## config.mk

```make
export PLATFORM = sky130hd
export DESIGN_NAME = mem_access_stage
export DESIGN_NICKNAME = d
export VERILOG_FILES = /design/src/rtl/mem_access_stage.sv
export SDC_FILE = /design/constraint.sdc
export NUM_CORES = 1
export LEC_CHECK = 0
export CELL_PAD_IN_SITES_DETAIL_PLACEMENT = 0
export CELL_PAD_IN_SITES_GLOBAL_PLACEMENT = 1
export CORE_ASPECT_RATIO = 0.75
export CORE_MARGIN = 4
export CORE_UTILIZATION = 33
export DETAILED_ROUTE_END_ITERATION = 7
export GPL_TIMING_DRIVEN = 0
export PLACE_DENSITY_LB_ADDON = 0.25
export SYNTH_ARGS = -nofsm -noshare
export SYNTH_HDL_FRONTEND = slang
export SYNTH_SLANG_ARGS = --single-unit
export TNS_END_PERCENT = 5
```

## constraint.sdc

```tcl
create_clock -name clk -period 4 [get_ports clk]
set_clock_uncertainty 0.15 [all_clocks]
set_input_delay 0.8 -clock clk [delete_from_list [all_inputs] [get_ports clk]]
set_output_delay 0.8 -clock clk [all_outputs]
set_load 0.05 [all_outputs]
```

## src/rtl/mem_access_stage.sv

```systemverilog
// Memory access stage: SPARC v8 integer loads/stores over a 64-bit
// big-endian request/ack bus, producing the MEM/WB register and the
// mem_ready stall for EX/MEM and everything upstream.
module mem_access_stage #(
    parameter int ADDR_WIDTH = 64
) (
    input  logic                  clk,
    input  logic                  reset,
    input  logic [4:0]            ex_regD,
    input  logic [63:0]           ex_alures,
    input  logic [1:0]            ex_op,
    input  logic [5:0]            ex_op3,
    input  logic [63:0]           ex_valD,
    input  logic                  ex_regWrite,
    input  logic                  ex_regWriteDouble,
    input  logic                  ex_icc_write,
    input  logic                  ex_Y_write,
    input  logic [3:0]            ex_icc,
    input  logic [31:0]           ex_Y,
    output logic                  mem_ready,
    output logic                  mem_req,
    output logic                  mem_we,
    output logic [ADDR_WIDTH-1:0] mem_addr,
    output logic [7:0]            mem_wstrb,
    output logic [63:0]           mem_wdata,
    input  logic                  mem_ack,
    input  logic [63:0]           mem_rdata,
    output logic [4:0]            wb_regD,
    output logic [63:0]           wb_result,
    output logic                  wb_regWrite,
    output logic                  wb_regWriteDouble,
    output logic [3:0]            wb_icc,
    output logic                  wb_icc_write,
    output logic [31:0]           wb_Y,
    output logic                  wb_Y_write,
    output logic                  mem_trap,
    output logic [1:0]            mem_trap_cause
);

    localparam logic [0:0] S_IDLE = 1'b0;
    localparam logic [0:0] S_WAIT = 1'b1;

    logic [0:0]  state;
    logic        is_mem;
    logic        supported;
    logic        is_store;
    logic        is_signed;
    logic [1:0]  size;        // 0 byte, 1 half, 2 word, 3 double
    logic        misaligned;
    logic        bad_op;
    logic        start_op;
    logic [2:0]  offset;
    logic [63:0] shifted;
    logic [63:0] load_data;
    logic [63:0] store_data;
    logic [7:0]  store_strb;
    logic [63:0] ret_result;
    logic        ret_regWrite;

    // Decode op3 into access size, direction and signedness
    always_comb begin
        supported = 1'b1;
        is_store  = 1'b0;
        is_signed = 1'b0;
        size      = 2'd0;
        case (ex_op3)
            6'h00: size = 2'd2;
            6'h01: size = 2'd0;
            6'h02: size = 2'd1;
            6'h03: size = 2'd3;
            6'h04: begin size = 2'd2; is_store = 1'b1; end
            6'h05: begin size = 2'd0; is_store = 1'b1; end
            6'h06: begin size = 2'd1; is_store = 1'b1; end
            6'h07: begin size = 2'd3; is_store = 1'b1; end
            6'h09: begin size = 2'd0; is_signed = 1'b1; end
            6'h0A: begin size = 2'd1; is_signed = 1'b1; end
            default: supported = 1'b0;
        endcase
    end

    assign offset = ex_alures[2:0];
    assign is_mem = (ex_op == 2'b11);

    // Natural-alignment check for the decoded access size
    always_comb begin
        case (size)
            2'd1:    misaligned = offset[0];
            2'd2:    misaligned = |offset[1:0];
            2'd3:    misaligned = |offset;
            default: misaligned = 1'b0;
        endcase
    end

    assign bad_op   = is_mem && (!supported || misaligned);
    assign start_op = is_mem && supported && !misaligned;

    // Stall while a valid memory op is being issued or awaits its ack
    always_comb begin
        if (state == S_IDLE) mem_ready = !start_op;
        else                 mem_ready = mem_ack;
    end

    // Left-justify the addressed byte so every width extracts from the top
    assign shifted = mem_rdata << {offset, 3'b000};

    // Load data extraction with sign/zero extension
    always_comb begin
        case (size)
            2'd0:    load_data = is_signed ? {{56{shifted[63]}}, shifted[63:56]}
                                           : {56'd0, shifted[63:56]};
            2'd1:    load_data = is_signed ? {{48{shifted[63]}}, shifted[63:48]}
                                           : {48'd0, shifted[63:48]};
            2'd2:    load_data = {32'd0, shifted[63:32]};
            default: load_data = mem_rdata;
        endcase
    end

    // Store data replication and byte strobes
    always_comb begin
        case (size)
            2'd0: begin
                store_data = {8{ex_valD[7:0]}};
                store_strb = 8'h80 >> offset;
            end
            2'd1: begin
                store_data = {4{ex_valD[15:0]}};
                store_strb = 8'hC0 >> offset;
            end
            2'd2: begin
                store_data = {2{ex_valD[31:0]}};
                store_strb = 8'hF0 >> offset;
            end
            default: begin
                store_data = ex_valD;
                store_strb = 8'hFF;
            end
        endcase
    end

    assign ret_result   = (is_mem && !is_store) ? load_data : ex_alures;
    assign ret_regWrite = ex_regWrite && !(is_mem && is_store);

    // FSM, bus request registers and MEM/WB register
    always_ff @(posedge clk) begin
        if (reset) begin
            state             <= S_IDLE;
            mem_req           <= 1'b0;
            mem_we            <= 1'b0;
            mem_addr          <= '0;
            mem_wstrb         <= '0;
            mem_wdata         <= '0;
            wb_regD           <= '0;
            wb_result         <= '0;
            wb_regWrite       <= 1'b0;
            wb_regWriteDouble <= 1'b0;
            wb_icc            <= '0;
            wb_icc_write      <= 1'b0;
            wb_Y              <= '0;
            wb_Y_write        <= 1'b0;
            mem_trap          <= 1'b0;
            mem_trap_cause    <= '0;
        end else begin
            mem_trap       <= 1'b0;
            mem_trap_cause <= '0;
            // Default is a bubble; retirement overrides the enables below
            wb_regWrite       <= 1'b0;
            wb_regWriteDouble <= 1'b0;
            wb_icc_write      <= 1'b0;
            wb_Y_write        <= 1'b0;
            if ((state == S_IDLE && !is_mem) || (state == S_WAIT && mem_ack)) begin
                wb_regD           <= ex_regD;
                wb_result         <= ret_result;
                wb_regWrite       <= ret_regWrite;
                wb_regWriteDouble <= ex_regWriteDouble;
                wb_icc            <= ex_icc;
                wb_icc_write      <= ex_icc_write;
                wb_Y              <= ex_Y;
                wb_Y_write        <= ex_Y_write;
            end
            case (state)
                S_IDLE: begin
                    if (bad_op) begin
                        mem_trap       <= 1'b1;
                        mem_trap_cause <= supported ? 2'b01 : 2'b10;
                    end else if (start_op) begin
                        mem_req   <= 1'b1;
                        mem_we    <= is_store;
                        mem_addr  <= {ex_alures[ADDR_WIDTH-1:3], 3'b000};
                        mem_wstrb <= store_strb;
                        mem_wdata <= store_data;
                        state     <= S_WAIT;
                    end
                end
                default: begin
                    if (mem_ack) begin
                        mem_req   <= 1'b0;
                        mem_we    <= 1'b0;
                        mem_wstrb <= '0;
                        state     <= S_IDLE;
                    end
                end
            endcase
        end
    end

endmodule

```

* Word level (Yosys, flattened, before mapping) *
Index checks and enable logic that the tools add are counted.

word-level totals
  output and inout bits = 251
  ROM bits = 0
  bits in writable memories = 0
  bits of input ports = 248
  latch bits = 0
  memories kept = 0
  logic and storage cells = 99
  flip-flop bits (word level) = 248

cells by class
  shift-type cells = 4
  add/subtract/negate cells = 0
  multiply operators = 0
  multiplexer cells = 29
  order comparisons = 0
  div/mod/pow operators = 0
  reductions and logical operators = 32
  bitwise operators = 3
  equal/unequal tests = 15

operators by type and width
  operator                                              number
  case mux 64 bit (3 select lines)                      2
  2-to-1 mux 64 bit                                     3
  left shift 64 x 6 -> 64 bit                           1
  2-to-1 mux 8 bit                                      4
  equality test 6 x 3 -> 1 bit (second input constant)  4
  case mux 8 bit (3 select lines)                       1
  >> shifter 8 x 3 -> 8 bit (first input constant)      3
  2-to-1 mux 1 bit                                      16
  equality test 6 x 2 -> 1 bit (second input constant)  2
  equality test 6 x 4 -> 1 bit (second input constant)  2
  OR reduction 2 bit                                    6
  OR reduction 10 bit                                   1
  OR reduction 3 bit                                    3
  logical AND 1 bit                                     8
  equality test 2 bit (second input constant)           3
  equality test 6 x 1 -> 1 bit (second input constant)  1
  zero test 1 bit                                       6
  zero test 6 bit                                       1
  case mux 2 bit (3 select lines)                       1
  AND reduction 3 bit                                   2
  inequality test 2 bit (second input constant)         2
  OR reduction 4 bit                                    1
  inverter 1 bit                                        3
  case mux 1 bit (3 select lines)                       1
  other kinds (5)                                       6

* Logic depth before layout (Yosys ltp) *
  word-level depth = 10
  gate-level depth with buffers = 9
  mapped depth without buffers = 5

* Worst setup path after synthesis *
OpenSTA, ideal clock, no wires.

  path kind = input to output
  start = input ex_op3[3]
  end = output mem_ready
  stages = 8
  data required time = 3.050 ns
  arrival time = 2.515 ns
  path buffers = 3
  path slack = 0.535 ns
  cell sequence = buf_2 nor3_1 and2_1 buf_2 o22ai_1 buf_2 nand2_1 and2_1

on the way
  word-level cells in the longest chain between the ends = 9
  elaborated cells on any way between the ends = 25
  those cells by class = 12 x eq/ne; 4 x mux; 9 x reduce/logical

ends and longest elaborated chain
  what                                                                        RTL line  RTL
  from (decl)                                                                 12        input logic [5:0] ex_op3,
  equality test 6 x 4 -> 1 bit (tied with other cells)                        66        case (ex_op3)
  OR reduction 3 bit (no line) / OR reduction 2 bit (equally long branches)   -
  case mux 2 bit (3 select lines)                                             66
  equality test 2 bit / equality test 2 x 1 -> 1 bit (equally long branches)  86        case (size)
  case mux 1 bit (3 select lines)                                             86
  zero test 1 bit                                                             95        assign start_op = is_mem && supported && !misaligned;
  logical AND 1 bit *                                                         95
  zero test 1 bit *                                                           99        if (state == S_IDLE) mem_ready = !start_op;
  2-to-1 mux 1 bit *                                                          99
  to (decl)                                                                   20        output logic mem_ready,

Mark *: on every way between the ends. The rest lies on a longest branch, timed or not.

* Worst setup path in the final report *
  start = input ex_op3[1]
  end = output mem_ready

Same word-level chain as after synthesis.

==> flow_summary.toml <==
[outcome]
status = "finished, final reports clean"

[drt]
drtIter0Drc = 1456
viasPerCell = 5.85
vias = 14811
wl_per_cell_um = 26.9
drtAntennaViolNets = 0
drt-total-wl_um = 68200
route.detailed.drc = 0
first_pass_iters = 6

[cells_and_area]
drive_above_1_share = 0.0734
nets = 2261
syn2layout_area_growth_pct = 52.7
stdcell_count = 2531

[clocking]
clockBufferDepth = 3
clock_sinks = 248
cts_tree = "built"
clk_pin_slew_ns = 0.06
htreeDepth = 1
clk_latency_ns = 0.55
cts_made_buffers = 27
cts_root_buf = "clkbuf_16"

[pwr]
clockPowerShare = 0.361
p_sw_w = 0.00220
leakagePower_nw = 6.41
power_density_mw_per_mm2 = 362
pwr-share-seq = 0.391
internal_power_w = 0.00458
peakVddDrop_v = 0.000279
power_frac_comb = 0.248
switching_share = 0.324

[grt]
grt_pass1_vias = 14102
grt_max_degree = 14
grt-ovfl-total = 0
antenna_found_initial = 10
grt_pass1_wl_um = 96400
grt_usage = 0.316

[synthesis]
async_reset_ff_frac = 0
synth.most_common_cell = "dfxtp_1"
netlist_instances = 1489
yosys-top-cells-area = "dfxtp_1 (40%), a21oi_1 (8.2%), o21ai_0 (6.4%)"
synth_ff_type = "dfxtp_1"
synth.top_cell.area_share = 0.405
yosys.area.top_type = "dfxtp_1"
syn_area_per_cell_um2 = 8.24
ys_ff_latch = 248
synth_area_mm2 = 0.0123
synthDistinctLibCells = 65
synth_common_cells = "dfxtp_1 (248), a21oi_1 (200), nand2_1 (184)"
yosysSeqAreaShare = 0.405
ys_warn_count = 0
synth_edf_count = 0

[floorplan]
initial_core_util = 0.338
rows = 60
die_h_um = 175
die_area_mm2 = 0.0403
die_w_um = 231
boundaryPins = 499
core_mm2 = 0.0363

[placement]
gp_congestion = 0.993
dp.cells = 2479
dp_hpwl_um = 53600
numPortBuffers = 492

[timing]
post-route-min-period_ns = 3.91
worst_pin_slew_ns = 1.19
final_max_slew_viol_count = 0
rsz0062_at_grt = "no"
period_share = 0.977
hold_viol_final = 0
max-slew-margin-rel = 0.205
max_freq_mhz = 256
finalSetupViolCount = 0
whs_ns = 0.302

[setup_path]
ff2ff_setup_slack_ns = 1.29
cpPeakStageDelay_ns = 0.47
crit_type = "in2out"
worst_path_max_delay_cell = "clkdlybuf4s50_1"
cpLargestDelayFamily = "buffers and inverters"
end_kind = "primary output"
crit_chain = "clkdlybuf4s50_1 > buf_4 > xnor2_2 > and2_1 > buf_2 > o22ai_4 > buf_6 > nand2_4 > and2_1 > buf_4"
arrival_ns = 2.96
worst-path-buf-inv = 5
cp_data_required_time_ns = 3.05
crit_fanout = 10
crit_path_start_kind = "primary input"

[flow_run]
drv_cap = 0

[hold_path]
min_path_type = "reg2reg"
power groups by stage:
stage	registers, W	clock network (W)	logic [W]
3_5_place_dp	0.00270	0	0.00165
5_1_grt	0.00266	0.00258	0.00175
3_3_place_gp	0.00270	0	0.00165
6_report	0.00265	0.00245	0.00168
2_1_floorplan	0.00307	0	0.000482
4_1_cts	0.00265	0.00249	0.00166
cells in the final DEF (no fill, tap or decap), types with 29 or more instances in the layout:
cell type	netlist	layout
dfxtp_1	248	248
nor2_1	37	37
clkbuf_1	93	100
mux2i_1	45	45
nand3_1	81	81
nand2_1	184	183
o21ai_0	157	156
a211oi_1	58	58
a21oi_1	200	200
buf_2	34	31
o22ai_1	30	29
a311oi_1	44	44
a22oi_1	33	33
clkdlybuf4s50_1	0	488
per-layer routing:
layer	track usage	vias to the layer above	routed length, µm
met5	0	-	37
met4	0.101	6	2620
met3	0.116	153	8150
met2	0.469	893	28700
met1	0.426	7126	28600
li1	-	6633	-
what timing repair did:
action	4_1_cts	5_1_grt
setup endpoints to repair	1	1
resized for setup	14	9
endpoints found under the hold margin	0	0
hold buffers	0	0
buffers inserted	0	1
pin swaps	0	1
registers in the layout, indices dropped and copies added (netlist names), 2 cells and up:
register,count
mem_wdata,64
wb_result,64
mem_addr,61
wb_Y,32
mem_wstrb,8
wb_regD,5
wb_icc,4
mem_trap_cause,2
cell families after synthesis:
| family | after synthesis | share of synthesized area |
|---|---|---|
| xor+xnor | 1 | 0.000714 |
| simple gates | 373 | 0.140 |
| compound gates | 631 | 0.325 |
| flops | 248 | 0.405 |
| mux | 67 | 0.0689 |
| buf+inv | 168 | 0.0604 |
| other cells | 1 | 0.000306 |
per-stage QoR:
step                      worst slack [ns]  area [µm²]  total power [W]  setup TNS (ns)   util
after floorplan                      0.535       12300          0.00356               0      -
after global placement               -1.08       17800          0.00435           -1.08  0.491
after detailed placement             -1.03       17800          0.00435           -1.03  0.491
after CTS                           0.0246       18700          0.00679               0  0.515
after global routing               0.00628       18700          0.00699               0  0.516
final                               0.0902       18700          0.00678               0  0.516
worst reg2reg max path, cell delays in order (launching register included):
cell	delay (ns)
dfxtp_1	0.39
nand3b_1	0.31
and2_1	0.18
clkbuf_1	0.38
clkbuf_1	0.54
buf_1	0.42
nand2_1	0.14
a21oi_1	0.14
worst paths after layout:
kind / depth (start not counted) / end / from
setup / recovery: 10 / mem_ready / ex_op3[1]
hold reg to reg: 2 / wb_Y[21] / wb_Y[21]
hold / removal: 2 / wb_Y[21] / wb_Y[21]
setup reg to reg: 7 / wb_Y[29] / state
final cells by class:
cell class | instances | area, µm²
antenna | 6 | 15.0
buffer | 162 | 729
clock buffer | 35 | 716
clock inverter | 10 | 104
fill | 3479 | 17500
inverter | 6 | 22.5
multi-input combinational | 1075 | 6620
sequential | 248 | 4960
tap | 496 | 621
timing repair buffer | 493 | 4930
(Power assumes the default switching activity.)
==> patch: new RTL, config.mk and constraints unchanged <==
Reset style: asynchronous (`reset`), changed in one clocked block.
--- a/src/rtl/mem_access_stage.sv
+++ b/src/rtl/mem_access_stage.sv
@@ -141,7 +141,7 @@
     assign ret_regWrite = ex_regWrite && !(is_mem && is_store);
 
     // FSM, bus request registers and MEM/WB register
-    always_ff @(posedge clk) begin
+    always_ff @(posedge clk or posedge reset) begin
         if (reset) begin
             state             <= S_IDLE;
             mem_req           <= 1'b0;
Formal check against the unedited RTL: not equivalent (a bounded check fails within 4 cycles, from zero or initial values and one cycle with reset high; the reset may be asserted at any time).
==> patch against the unedited design <==
  * Hold slack better by 22 ps
  * Sequential cell count is the same
  * First-iteration DRC count decreased by 29%
  * Design area rose by 4.4%
  * Critical path depth grew 3
  * Wire length decreased by 9.2%
  * Sequential share of layout area grew 5.2 points
  * Synthesized area rose by 4.5%
  * Worst setup slack improved by 41 ps
  * Critical path type unchanged
  * Largest cell class is now registers
  * Highest routed layer unchanged
Power is not compared: it rests on default switching activity, and its combinational part moved more than twofold at a synthesized area within 25%.
==> patch: results (changes against the unedited design) <==
Status: finished clean
Vias in the first global route: 13600 (-3.5%)
Nets: 2131 (-5.7%)
Cell Area, Placed: 18500 um2 (+4.1%)
H-tree Lvls: 1 (unchanged)
Critical Path Max Stage Delay: 430 ps (-40 ps)
Global-route wire length before repair: 90.5 mm (-6.1%)
DRT iter0 DRCs: 1041 (-29%)
Final hold violations: 0 (unchanged)
Avg Vias per Cell: 5.46 (-6.7%)
GPL Wtd Cong: 0.972 (-2.1%)
Synth top area cells: dfrtp_1, nand2_1, o21ai_0, mux2_2, a21oi_1
Worst-path maximum fanout: 19 (+9)
Post-synth top cells: nand2_1, dfrtp_1, o21ai_0
Leakage power: 8.50 nW
Clock-pin slew on the worst setup and hold paths: 60 ps (about the same)
Yosys warnings: 0 (unchanged)
Fraction of layout cells with a size suffix above 1: 0.0989 (+0.0255)
Ys async rst share: 1.00 (+1.00)
Crit-path leading delay family: buffers and inverters
Post-DP HPWL: 48.6 mm (-9.3%)
Final WL: 61.9 mm (-9.2%)
Crit-path slowest cell: a2111o_1
Bufs on Longest Clock Path: 3 (unchanged)
First drt pass iteration count: 5 (-1)
Register area share after synthesis: 0.484 (+0.0796)
Type of the worst min-delay path: reg -> reg
Most used DFF post-synth: dfrtp_1
Data arrival, critical path: 2920 ps (-40 ps)
CTS buffer count: 27 (unchanged)
Antenna violations before repair: 4 (-6)
Number of flops mapped to enable cells by yosys: 0 (unchanged)
Worst slew pin tran: 1100 ps (-90.2 ps)
Largest net degree at the start of global routing: 41 (+27)
I/O Buffers: 495 (+0.61%)
Yosys cell types: 63 (-3.1%)
Clock Tree Root: clkbuf_16
Biggest regs: mem_wdata (64), wb_result (64), mem_addr (61)
Place WS: -1810 ps (-786 ps)
Worst VDD drop: 0.419 mV
Total Routing Usage GR: 0.282 (-0.0337)
patch: cell count changes after synthesis, sizes merged, moves of 62 or more:
cell    before  now
mux2         9   71
a21oi      200  109
dfrtp        0  248
a211oi      65    3
nand3       82   17
dfxtp      248    0
nand2      184  249
patch: metal layers:
metal | track usage | up-vias | wire length, um
met5 | 0 | - | 54
met4 | 0.0756 | 6 | 1660
met3 | 0.0725 | 103 | 4920
met2 | 0.458 | 547 | 28700
met1 | 0.379 | 6543 | 26600
li1 | - | 5926 | -
patch: metrics by stage:
stage	cells	util
floorplan	1341	-
global placement	2348	0.481
detailed placement	2354	0.484
CTS	2401	0.510
global route	2404	0.510
finish	2405	0.510
patch: worst paths after layout:
check / startpoint / endpoint / slack (ps) / cells after the start
worst max register to register: state$_DFF_PP0_ / wb_Y[19]$_DFFE_PP0N_ / 970 / 7
max in group asynchronous: reset / mem_addr[22]$_DFFE_PP0P_ / 1580 / 6
worst max-delay path: ex_op3[1] / mem_ready / 130 / 13
worst min register to register: wb_Y[8]$_DFFE_PP0N_ / wb_Y[8]$_DFFE_PP0N_ / 320 / 2
worst min-delay path: wb_Y[8]$_DFFE_PP0N_ / wb_Y[8]$_DFFE_PP0N_ / 320 / 2
min in group asynchronous: reset / mem_wdata[25]$_DFFE_PP0P_ / 620 / 2
patch: layout make-up:
type | instances | area, um2
buffer | 116 | 548
clock buffer | 38 | 797
clock inverter | 5 | 78.8
inverter | 13 | 52.6
timing repair buffer | 511 | 5130
tap | 512 | 641
multi-input combinational | 960 | 6090
sequential | 248 | 6210
antenna | 2 | 5.00
fill | 3622 | 18800
patch: timing repair:
action	CTS	global route
endpoints found under the setup margin	40	1
setup buffers	8	2
gates resized for setup	35	14
pin swaps	6	4
patch: kinds of logic after synthesis:
kind of cell	after synthesis	share of synthesized area
compound gates	446	0.223
xor+xnor	2	0.00137
fa+ha+maj	6	0.00586
buf+inv	133	0.0465
flops	248	0.484
mux	125	0.110
other cells	1	0.000293
simple gates	378	0.128
patch: worst min-delay path: cells and delay by family, from the launching register on:
kind             cells  cell delay [ps]
DFF                  1              340
and+or+nand+nor      2              110
patch: power by group:
part           leakage, nW  internal (mW)  total (mW)  switching, mW
logic                 5.01           1.42        4.06           2.64
registers             3.06           2.97        3.22          0.256
clock network        0.434           1.50        2.57           1.07
total                 8.50           5.88        9.85           3.96
